<file path="config.mk">
export PLATFORM = sky130hd
export DESIGN_NAME = atomic_region_monitor
export DESIGN_NICKNAME = d
export VERILOG_FILES = /design/src/rtl/atomic_region_monitor_pkg.sv /design/src/rtl/atomic_region_monitor_region_match.sv /design/src/rtl/atomic_region_monitor.sv
export SDC_FILE = /design/constraint.sdc
export NUM_CORES = 1
export LEC_CHECK = 0
export CAP_MARGIN = 20
export CORE_MARGIN = 4
export CORE_UTILIZATION = 43
export DETAILED_ROUTE_END_ITERATION = 8
export PLACE_DENSITY = 0.74
export SETUP_SLACK_MARGIN = 0.02
export SYNTH_ARGS = -nofsm -noshare
export SYNTH_HDL_FRONTEND = slang
export SYNTH_SLANG_ARGS = --single-unit
</file>
<file path="constraint.sdc">
create_clock -name clk -period 2.2 [get_ports clk]
set_input_delay 0.44 -clock clk [delete_from_list [all_inputs] [get_ports clk]]
set_output_delay 0.44 -clock clk [all_outputs]
set_load 0.1 [all_outputs]
</file>
<file path="src/rtl/atomic_region_monitor_pkg.sv">
// atomic_region_monitor_pkg: state encoding, cause codes and sizing shared by the monitor files
package atomic_region_monitor_pkg;
  localparam int MAX_REGIONS = 8;
  typedef enum logic [1:0] {
    S_RUN    = 2'd0,
    S_ACTIVE = 2'd1,
    S_KILL   = 2'd2
  } state_t;
  typedef enum logic [2:0] {
    C_NONE  = 3'd0,
    C_ENTRY = 3'd1,
    C_EXIT  = 3'd2,
    C_IRQ   = 3'd3,
    C_DONE  = 3'd4
  } cause_t;
endpackage

</file>
<file path="src/rtl/atomic_region_monitor_region_match.sv">
// atomic_region_monitor_region_match: combinational pc decode for one protected region
module atomic_region_monitor_region_match #(
  parameter logic [15:0] BASE = 16'hA000,
  parameter logic [15:0] LAST = 16'hA0FE,
  parameter logic [15:0] EXIT = 16'hA0FE
) (
  input  logic [15:0] i_pc,
  output logic        o_in,
  output logic        o_base,
  output logic        o_exit
);
  assign o_in   = (i_pc >= BASE) && (i_pc <= LAST);
  assign o_base = i_pc == BASE;
  assign o_exit = i_pc == EXIT;
endmodule

</file>
<file path="src/rtl/atomic_region_monitor.sv">
// atomic_region_monitor: enforces atomic entry/exit of protected code regions and requests reset on violation
module atomic_region_monitor
  import atomic_region_monitor_pkg::*;
#(
  parameter int                    N_REGIONS     = 2,
  parameter logic [16*N_REGIONS-1:0] REGION_BASE = {16'hA100, 16'hA000},
  parameter logic [16*N_REGIONS-1:0] REGION_LAST = {16'hA1FE, 16'hA0FE},
  parameter logic [16*N_REGIONS-1:0] REGION_EXIT = {16'hA1FE, 16'hA0FE},
  parameter logic [N_REGIONS-1:0]  RESET_ON_DONE = 2'b01,
  parameter logic [15:0]           RESET_HANDLER = 16'hFFFE,
  parameter logic [7:0]            RESET_HOLD    = 8'd4
) (
  input  logic        clk,
  input  logic        rst,
  input  logic [15:0] pc,
  input  logic        irq,
  output logic        res,
  output logic        violation,
  output logic [2:0]  cause,
  output logic [2:0]  region
);
  localparam logic [7:0] ROD = 8'(RESET_ON_DONE);
  logic [7:0] w_in, w_base, w_exit;
  logic [2:0] w_first;
  logic       w_any;
  state_t     r_state, w_nstate;
  cause_t     r_cause, w_ncause;
  logic [2:0] r_k, w_nk, r_region, w_nregion;
  logic       r_at_exit, r_viol, w_nviol;
  logic [7:0] r_hold;
  genvar g;
  generate
    for (g = 0; g < MAX_REGIONS; g++) begin : g_rm
      if (g < N_REGIONS) begin : g_on
        atomic_region_monitor_region_match #(
          .BASE(REGION_BASE[16*g +: 16]),
          .LAST(REGION_LAST[16*g +: 16]),
          .EXIT(REGION_EXIT[16*g +: 16])
        ) u_match (
          .i_pc  (pc),
          .o_in  (w_in[g]),
          .o_base(w_base[g]),
          .o_exit(w_exit[g])
        );
      end else begin : g_off
        assign w_in[g]   = 1'b0;
        assign w_base[g] = 1'b0;
        assign w_exit[g] = 1'b0;
      end
    end
  endgenerate
  // overlapping regions resolve to the lowest index
  always_comb begin
    w_first = 3'd0;
    for (int i = MAX_REGIONS - 1; i >= 0; i--) w_first = w_in[i] ? 3'(i) : w_first;
  end
  assign w_any = |w_in;
  always_comb begin
    w_nstate  = r_state;
    w_nk      = r_k;
    w_ncause  = r_cause;
    w_nregion = r_region;
    w_nviol   = 1'b0;
    case (r_state)
      S_RUN: if (w_any) begin
        w_nregion = w_first;
        if (w_base[w_first]) begin
          w_nstate = S_ACTIVE;
          w_nk     = w_first;
        end else begin
          w_nstate = S_KILL;
          w_ncause = C_ENTRY;
          w_nviol  = 1'b1;
        end
      end
      S_ACTIVE: begin
        if (irq) begin
          w_nstate = S_KILL;
          w_ncause = C_IRQ;
          w_nviol  = 1'b1;
        end else if (w_exit[r_k] && ROD[r_k]) begin
          w_nstate = S_KILL;
          w_ncause = C_DONE;
        end else if (!w_in[r_k] && r_at_exit) begin
          w_nstate = S_RUN;
        end else if (!w_in[r_k] || w_first != r_k) begin
          w_nstate = S_KILL;
          w_ncause = C_EXIT;
          w_nviol  = 1'b1;
        end
      end
      S_KILL: if (r_hold >= RESET_HOLD - 8'd1 && pc == RESET_HANDLER) begin
        w_nstate = S_RUN;
        w_ncause = C_NONE;
      end
      default: w_nstate = S_KILL;
    endcase
  end
  always_ff @(posedge clk) begin
    if (rst) begin
      r_state   <= S_KILL;
      r_k       <= 3'd0;
      r_at_exit <= 1'b0;
      r_hold    <= 8'd0;
      r_viol    <= 1'b0;
      r_cause   <= C_NONE;
      r_region  <= 3'd0;
    end else begin
      r_state   <= w_nstate;
      r_k       <= w_nk;
      r_viol    <= w_nviol;
      r_cause   <= w_ncause;
      r_region  <= w_nregion;
      r_at_exit <= (r_state == S_ACTIVE) && (w_nstate == S_ACTIVE) && w_exit[r_k];
      r_hold    <= (r_state != S_KILL || w_nstate != S_KILL) ? 8'd0 :
                   (r_hold >= RESET_HOLD) ? r_hold : r_hold + 8'd1;
    end
  end
  assign res       = r_state == S_KILL;
  assign violation = r_viol;
  assign cause     = r_cause;
  assign region    = r_region;
endmodule

</file>
**After elaboration in Yosys (flattened, before gate mapping)**

Memory sizes are Yosys's and may differ from the RTL's. A register that Yosys moved wholly into a read port is not among the register bits.
Index checks and enable logic that the tools add are counted.

- Mux-type cells: 34
- $lt $le $gt $ge: 8
- Eq/ne operators: 16
- Add/subtract/negate cells: 1
- Reductions and logical operators: 17

Operators by type and width:

| cell | number |
|---|---|
| equality test 16 bit, second input constant | 5 |
| >= comparator 16 bit, second input constant | 2 |
| less-or-equal comparator 16 bit, second input constant | 2 |
| two-way mux 3 bit | 9 |
| two-way mux 2 bit | 7 |
| two-way mux 1 bit | 12 |
| binary-select mux 1 bit (select 3 bit) | 3 |
| one-hot mux 3 bit (3 select lines) | 1 |
| adder 8 x 1 -> 8 bit, second input constant | 1 |
| >= comparator 8 x 2 -> 1 bit, second input constant | 1 |
| >= comparator 8 x 3 -> 1 bit, second input constant | 1 |
| != test 2 bit, second input constant | 4 |
| != test 4 bit, second input constant | 2 |
| logical AND 1 bit | 7 |
| one-hot mux 2 bit (3 select lines) | 1 |
| AND reduction 6 bit | 1 |
| equality test 2 x 1 -> 1 bit, second input constant | 2 |
| less-than comparator 1 x 4 -> 1 bit, second input constant | 1 |
| less-than comparator 3 x 4 -> 1 bit, second input constant | 1 |
| OR reduction 2 bit | 2 |
| != test 1 x 3 -> 1 bit | 1 |
| AND reduction 3 bit | 1 |
| nonzero test 3 bit | 1 |
| equality test 2 bit, second input constant | 1 |
| other kinds (6) | 7 |

- Bits in registers: 21
- Memory bits (read-only): 8
- Input bits: 19
- Output and inout port bits: 8
- Memories kept: 1
- Word-level logic and storage cells: 84

Memories:

| name | words | width | read ports | clocked after memory_dff | wr ports | line | RTL |
|---|---|---|---|---|---|---|---|
| (name not given) | 8 | 1 | 1 | 1 | 0 | atomic_region_monitor.sv:81 | `end else if (w_exit[r_k] && ROD[r_k]) begin` |

**Depth between registers and ports, before layout**

Gate-level depths: netlist of run 1.

- Depth after elaboration: 14
- Depth in mapped cells: 7
- Gate-level depth less buffers: 7

**By module**

A second synthesis of run 1 with hierarchy kept.

- Cells, all modules: 155
- Area, all modules: 1348.8 µm²

Modules (own cells, without submodules):

| module | cells an instance | sequential area each (µm²) | area each (µm²) | times used |
|---|---|---|---|---|
| atomic_region_monitor | 128 | 340.3 | 1166.1 | 1 |
| atomic_region_monitor_region_match (g_rm[0].g_on.u_match) | 14 | 0.0 | 92.6 | 1 |
| atomic_region_monitor_region_match (g_rm[1].g_on.u_match) | 13 | 0.0 | 90.1 | 1 |

**Worst setup path after synthesis of run 1**

No wires, ideal clock.

- Path kind: reg-to-reg
- Start: register r_state[0]
- End: register r_hold[1]
- Path slack: -0.024 ns
- Path buffers: 0
- Data arrival time: 2.154 ns
- Setup time: 0.070 ns
- Clock period less this slack: 2.224 ns
- Required time: 2.130 ns
- Stages on the path, launching flop included: 7
- Cell sequence: dfxtp_1 inv_1 ha_1 a32o_2 a211oi_2 a211oi_2 a21boi_1

- Elaborated cells on any way between the ends: 14
- Those cells by class: 4 x eq/ne; 7 x mux; 3 x reduce/logical

RTL lines:

| element | line | RTL |
|---|---|---|
| from (decl) | atomic_region_monitor.sv:26 | `state_t r_state, w_nstate;` |
| from (signal assigned) | atomic_region_monitor.sv:109 | `r_state <= w_nstate;` |
| equality test 2 bit | - |  |
| named net res | atomic_region_monitor.sv:17 | `output logic res,` |
| one-hot mux 2 bit (3 select lines) | atomic_region_monitor.sv:64 | `case (r_state)` |
| != test 2 bit | atomic_region_monitor.sv:115 | `r_hold <= (r_state != S_KILL \|\| w_nstate != S_KILL) ? 8'd0 :` |
| logical OR 1 bit | atomic_region_monitor.sv:115 |  |
| OR reduction 2 bit (no line) | - |  |
| to (signal assigned) | atomic_region_monitor.sv:115 |  |
| to (decl) | atomic_region_monitor.sv:30 | `logic [7:0] r_hold;` |

The timed path passes the listed nets, and every way through them passes these cells.
A chain may end at the register's enable or synchronous reset.

**Worst setup path after layout of run 1**

- Start: input port pc[14]
- End: register r_hold[1]

- Longest elaborated chain between the ends: 14
- Elaborated cells on any way between the ends: 37
- Those cells by class: 4 x order compare; 7 x eq/ne; 16 x mux; 10 x reduce/logical

Ends and longest elaborated chain:

| element | line | RTL |
|---|---|---|
| from (decl) | atomic_region_monitor.sv:15 | `input logic [15:0] pc,` |
| >= comparator 16 bit or less-or-equal comparator 16 bit (tied branches) | atomic_region_monitor_region_match.sv:12 | `assign o_in = (i_pc >= BASE) && (i_pc <= LAST);` |
| logical AND 1 bit | atomic_region_monitor_region_match.sv:12 |  |
| binary-select mux 1 bit (select 3 bit) or two-way mux 1 bit (tied branches) | atomic_region_monitor.sv:84, atomic_region_monitor.sv:86, atomic_region_monitor.sv:55 |  |
| two-way mux 1 bit, on equally long branches | atomic_region_monitor.sv:84, atomic_region_monitor.sv:86, atomic_region_monitor.sv:55 |  |
| zero test 1 bit or != test 1 x 3 -> 1 bit (tied branches) | atomic_region_monitor.sv:84, atomic_region_monitor.sv:86 |  |
| logical OR 1 bit | atomic_region_monitor.sv:86 | `end else if (!w_in[r_k] \|\| w_first != r_k) begin` |
| two-way mux 2 bit | atomic_region_monitor.sv:86 |  |
| two-way mux 2 bit | atomic_region_monitor.sv:84 | `end else if (!w_in[r_k] && r_at_exit) begin` |
| two-way mux 2 bit | atomic_region_monitor.sv:81 |  |
| two-way mux 2 bit | atomic_region_monitor.sv:77 | `if (irq) begin` |
| one-hot mux 2 bit (3 select lines) * | atomic_region_monitor.sv:64 |  |
| != test 2 bit * | atomic_region_monitor.sv:115 |  |
| logical OR 1 bit * | atomic_region_monitor.sv:115 |  |
| OR reduction 2 bit (no line) * | - |  |

Every way passes the cells marked *; elsewhere a longest branch is shown, timed or not. The select of a mux whose other input is x is not followed.

==> metrics.txt, run 1 <==
TritonRoute pass-1 iters 4; routability cong. around 0.83; RSZ-0062 raised after global routing yes; Hold Path Class register to register; synthesized instance count between 100 and 150; initial antenna violation count 0; via count around 1100; Tot GR Track Use 0.180; VDD IR max about 0.00057 V; Setup-failing EPs final 0; port buffer count 24; top layer reached by signal wires met4; IO Count 27; Residual DRC 0; warnings from Yosys 0; met3 wire len 143 um; Synth Area in Simple Gates 0.286; CP most frequent cell a211oi_4; maxcap violations 0; hold slack ~0.47 ns; share of layout cells above drive strength 1 0.441; dpl cell area around 1500 sq um; syn avg cell area between 8 and 9 sq um; final wirelength 2980 um; EDFF count, synth 0; Crit path required time around 2.4 ns; post-DP HPWL 2340 um; Hold Fails Final Rpt 0; Reg clk slew, reported paths 0.09 ns; Cells after DPL a little under 200; Crit Path Max Fanout 8; number of global-route vias before repair around 1100; critical path class input port to register; Cell Count, Final, Fillers Out between 200 and 250; CP startpoint kind input port; Async S/R FF share, synth 0; M1 WL 1220 um; cts bufs inserted 3; final net count slightly above 200; Max Freq 0.456 GHz; global-route wire length before repair about 4800 um; die width roughly 58 um; largest net degree at the start of global routing 11; CORE AREA between 2000 and 2500 sq um; ys flop type dfxtp_1; grt total ovfl 0; post-synth top area share 0.312; CP peak stage delay around 0.42 ns; Starting Density 0.470; H-tree depth 1; sequential share of the synthesized area 0.312; synthesis-to-finish area growth 47.6%; count leader, synth dfxtp_1; die height between 50 and 60 um; largest family of logic cells by synthesized area simple AND/OR/NAND/NOR gates; crit path DAT 2.38 ns; multiplexer area fraction after synthesis 0; wire per inst 14.5 um; Mapped Area between 1000 and 1500 sq um; die area 3400 sq um; Iter 0 DRT Violations 30; vias per cell 5.52; met2 WL between 1500 and 2000 um; Final Cell Area around 1600 sq um; Synth cell types 43; utilization after layout 0.694; slowest CP cell or3b_4; pwr dens between 300 and 400 nW/um^2; ranking of synthesized cells by area dfxtp_1 (31%), ha_1 (6.9%), a211oi_2 (5.7%), a21oi_1 (4.1%), inv_1 (3.8%); CTS Hold Bufs 0; clk buf depth 2; remaining antenna violation count 0; XOR/XNOR Fraction of Synth Area 0.0161; critical path, cell by cell buf_8, and4bb_2, a211oi_4, or3b_4, a32o_2, a211oi_4, a211oi_2, buf_4, a21boi_2; antenna cell count 0; CTS tree built; Synth Register Bits 17; outcome completed; Leak Pwr 0.685 nW; clock skew 0.00874 ns; Row Count 17; clk sinks 17; adder-cell share of the synthesized area 0.0689; Root Driver clkbuf_4; clock latency on the worst-skew pair 0.29 ns; crit share post-route 0.997; most frequent cells after synthesis dfxtp_1 (17), inv_1 (11), nor2_1 (11); Synth Area in Compound Gates 0.255; crit end category register; largest area contributor in the synthesized netlist dfxtp_1; final max-slew violation count 0; Tmin final 2.19 ns
## final timing paths
path              depth (start not counted)      start   endpoint  slack, ns
hold reg to reg                           1  r_hold[3]  r_hold[3]       0.47
setup / recovery                          9     pc[14]  r_hold[1]      0.008
setup reg to reg                          8  r_hold[2]  r_hold[1]       0.18
hold / removal                            1  r_hold[3]  r_hold[3]       0.47
## metrics by stage
step	total power, mW	worst slack (ns)	TNS (ns)
after global placement	0.455	-0.660	-8.99
after global routing	0.660	-0.0524	-0.424
final	0.621	0.00753	0
after detailed placement	0.460	-0.705	-9.64
after floorplan	0.395	0.0343	0
after CTS	0.622	-0.00792	-0.00792
## where the power goes
part	total (mW)	leakage, nW	internal [mW]	switching (mW)
Combinational	0.129	0.530	0.0593	0.0693
Sequential	0.326	0.138	0.318	0.00841
Clock	0.166	0.0177	0.0675	0.0987
## layout make-up
type,count,area (sq um)
Multi-Input combinational cell,94,761
Fill cell,202,709
Timing Repair Buffer,51,404
Sequential cell,17,340
Inverter,11,41.3
Tap cell,28,35.0
Clock buffer,3,22.5
Clock inverter,1,5.00
## layout by cell type, fill, tap and decap left out, types with 3 or more instances in the layout
cell / netlist / final
nand3_1: 5 / 3
ha_1: 6 / 5
nand2_1: 6 / 5
and2_1: 6 / 4
a211oi_2: 5 / 3
nor4_1: 3 / 3
buf_6: 0 / 3
inv_1: 11 / 10
buf_2: 0 / 12
a21oi_1: 9 / 9
nand4_1: 5 / 5
clkbuf_4: 0 / 3
buf_4: 2 / 29
nand2b_1: 4 / 4
dfxtp_1: 17 / 17
nor2_1: 11 / 10
## sequential cells by signal (all words and copies together), names as in the netlist
register,count
r_k,1
r_hold,8
cause,3
r_at_exit,1
violation,1
region,1
r_state,2
## timing repair
item                       4_1_cts  5_1_grt
gates resized for setup         65       12
pin swaps                       18        4
setup endpoints to repair       14       13
buffers inserted                 6        0
## cells by family (layout without fill, tap and decap cells)
family                     after synthesis  in the layout
AOI/OAI and AO/OA                       32             32
xor gates and xnor gates                 2              2
adders and majority gates                6              6
buffers and inverters                   15             66
DFF                                     17             17
other                                    1              2
and+or+nand+nor                         52             52
## worst max-delay path, delay by kind of cell
family	cells	cell delay, ns
compound gates	5	0.92
buf+inv	2	0.27
simple gates	2	0.74
## per-layer routing
metal | vias to the layer above | track usage
met1 | 538 | 0.213
li1 | 559 | -
met3 | 6 | 0.0263
met4 | 0 | 0.0530
met2 | 28 | 0.333
met5 | - | 0
Power figures use the tool's default switching activity.
==> inputs of run 2 (changes only) <==
- GPL_TIMING_DRIVEN: unset -> 0
- RECOVER_POWER: unset -> 25
==> metrics.txt, run 2 (synthesis results as in run 1) <==
clk sinks 17 (unchanged); largest net degree at the start of global routing 11 (unchanged); pwr dens 399 nW/um^2 (+3.4%); Crit path required time 2.38 ns (about the same); number of global-route vias before repair 1087 (-3.0%); CTS tree built; maxcap violations 0 (unchanged); remaining antenna violation count 0 (unchanged); CP peak stage delay 0.44 ns (+0.02 ns); post-DP HPWL 2070 um (-12%); Tmin final 2.20 ns (+0.00664 ns); TritonRoute pass-1 iters 4 (unchanged); CP startpoint kind input port; setup TNS 0 ns (unchanged); dpl cell area 1370 sq um (-10%); Hold Path Class register to register; VDD IR max 0.000334 V (-42%); critical path, cell by cell buf_8, and4bb_2, a211oi_4, or3b_4, a32o_2, a211oi_4, nand2_2, or2_1; actual slew at the worst max-slew pin ~0.97 ns; commonest non-fill, non-tap cell in the layout dfxtp_1; port buffer count 23 (-4.2%); Final Cell Area 1560 sq um (-2.8%); Crit Path Max Fanout 4 (-4); H-tree depth 1 (unchanged); clock skew 0.00305 ns (-0.00570 ns); Setup-failing EPs final 0 (unchanged); Cell Count, Final, Fillers Out 194 (-5.4%); Setup WS pre-CTS -0.807 ns (-0.102 ns); relative slew slack 0.357; clk buf depth 2 (unchanged); CTS Hold Bufs 0 (unchanged); IO Count 27 (unchanged); utilization after layout 0.675 (-0.0194); clock latency on the worst-skew pair 0.29 ns (about the same); slowest CP cell or3b_4; cts bufs inserted 3 (unchanged); Leak Pwr 0.638 nW (-6.9%); wire per inst 14.6 um (+0.39%); outcome completed; Reg clk slew, reported paths 0.09 ns (about the same); critical path class input port to register; global-route wire length before repair 4620 um (-4.3%); crit path DAT 2.38 ns (about the same); Starting Density 0.470 (unchanged); CP most frequent cell a211oi_4; synthesis-to-finish area growth 43.5%; Iter 0 DRT Violations 36 (+20%); CP top delay family simple AND/OR/NAND/NOR gates; Hold Fails Final Rpt 0 (unchanged); routability cong. 0.802 (-3.7%); fillers 194 (-4.0%); crit share post-route 1.00 (+0.00302); Row Count 17 (unchanged); Max Freq 0.455 GHz (-0.30%); Cells after DPL 177 (-9.2%); final max-slew violation count 0 (unchanged); initial antenna violation count 0 (unchanged); RSZ-0062 raised after global routing yes; final setup margin 0.000890 ns (-0.00664 ns); share of layout cells above drive strength 1 0.349 (-0.0913); Residual DRC 0 (unchanged); antenna cell count 0 (unchanged); die width 58.3 um (unchanged); die height 58.3 um (unchanged); commonest non-fill, non-tap cells in the layout dfxtp_1 (17), buf_4 (14), nor2_1 (10); final wirelength 2830 um (-5.0%); Root Driver clkbuf_4; vias per cell 5.59 (+1.4%); max reg flops 8 (unchanged); Top reg by flops r_hold; die area 3400 sq um (unchanged); crit end category register; Tot GR Track Use 0.172 (-0.00834); CORE AREA 2320 sq um (unchanged); final net count 192 (-5.4%); via count 1085 (-4.1%); grt total ovfl 0 (unchanged); Buf+Inv Stages, Crit Path 1 (-1)
[run 2: area by class of cell]
cell class / count / area [sq um] / share of cell area
inverter: 11 / 41.3 / 0.0264
buffer: 4 / 22.5 / 0.0144
multi-input combinational: 94 / 785 / 0.502
clock buffer: 4 / 26.3 / 0.0168
timing repair buffer: 36 / 314 / 0.201
sequential: 17 / 340 / 0.218
tap: 28 / 35.0 / 0.0224
[run 2: through the flow]
stage	hold slack (ns)	power [mW]
finish	0.469	0.624
global route	0.484	0.660
global placement	0.442	0.441
detailed placement	0.445	0.446
floorplan	0.430	0.395
CTS	0.472	0.623
[run 2: power breakdown]
group / total (mW) / internal (mW) / switching [mW] / leakage [nW]
registers: 0.325 / 0.318 / 0.00756 / 0.138
clock network: 0.164 / 0.0706 / 0.0935 / 0.0150
logic: 0.135 / 0.0649 / 0.0698 / 0.486
[run 2: what timing repair did]
action	4_1_cts	5_1_grt
cloned	0	0
setup buffers	10	4
pin swaps	23	15
setup endpoints to repair	21	13
resized for setup	77	20
[run 2: path summary, 6_finish.rpt]
| check | from | endpoint | slack (ns) | depth (start not counted) |
|---|---|---|---|---|
| worst max register to register | r_state[1] | r_hold[1] | 0.14 | 7 |
| worst min register to register | cause[1] | cause[1] | 0.47 | 2 |
| worst min-delay path | cause[1] | cause[1] | 0.47 | 2 |
| worst max-delay path | pc[14] | r_state[1] | 0.0009 | 8 |
[run 2: worst register-to-register path, cell delays in order (launching register included)]
cell and delay (ns):
dfxtp_1 0.38, inv_1 0.13, ha_1 0.16, clkbuf_1 0.34
inv_1 0.11, a311o_1 0.36, a211oi_4 0.33, a21boi_2 0.20
[run 2: routing by layer]
metal / vias to the layer above / part of all wire / wire length [um] / track usage
met2: 27 / 0.53 / 1500 / 0.300
met3: 7 / 0.046 / 130 / 0.0329
met4: 0 / 0.021 / 59 / 0.0762
met5: - / 0 / 0 / 0
li1: 533 / - / - / -
met1: 518 / 0.40 / 1140 / 0.203
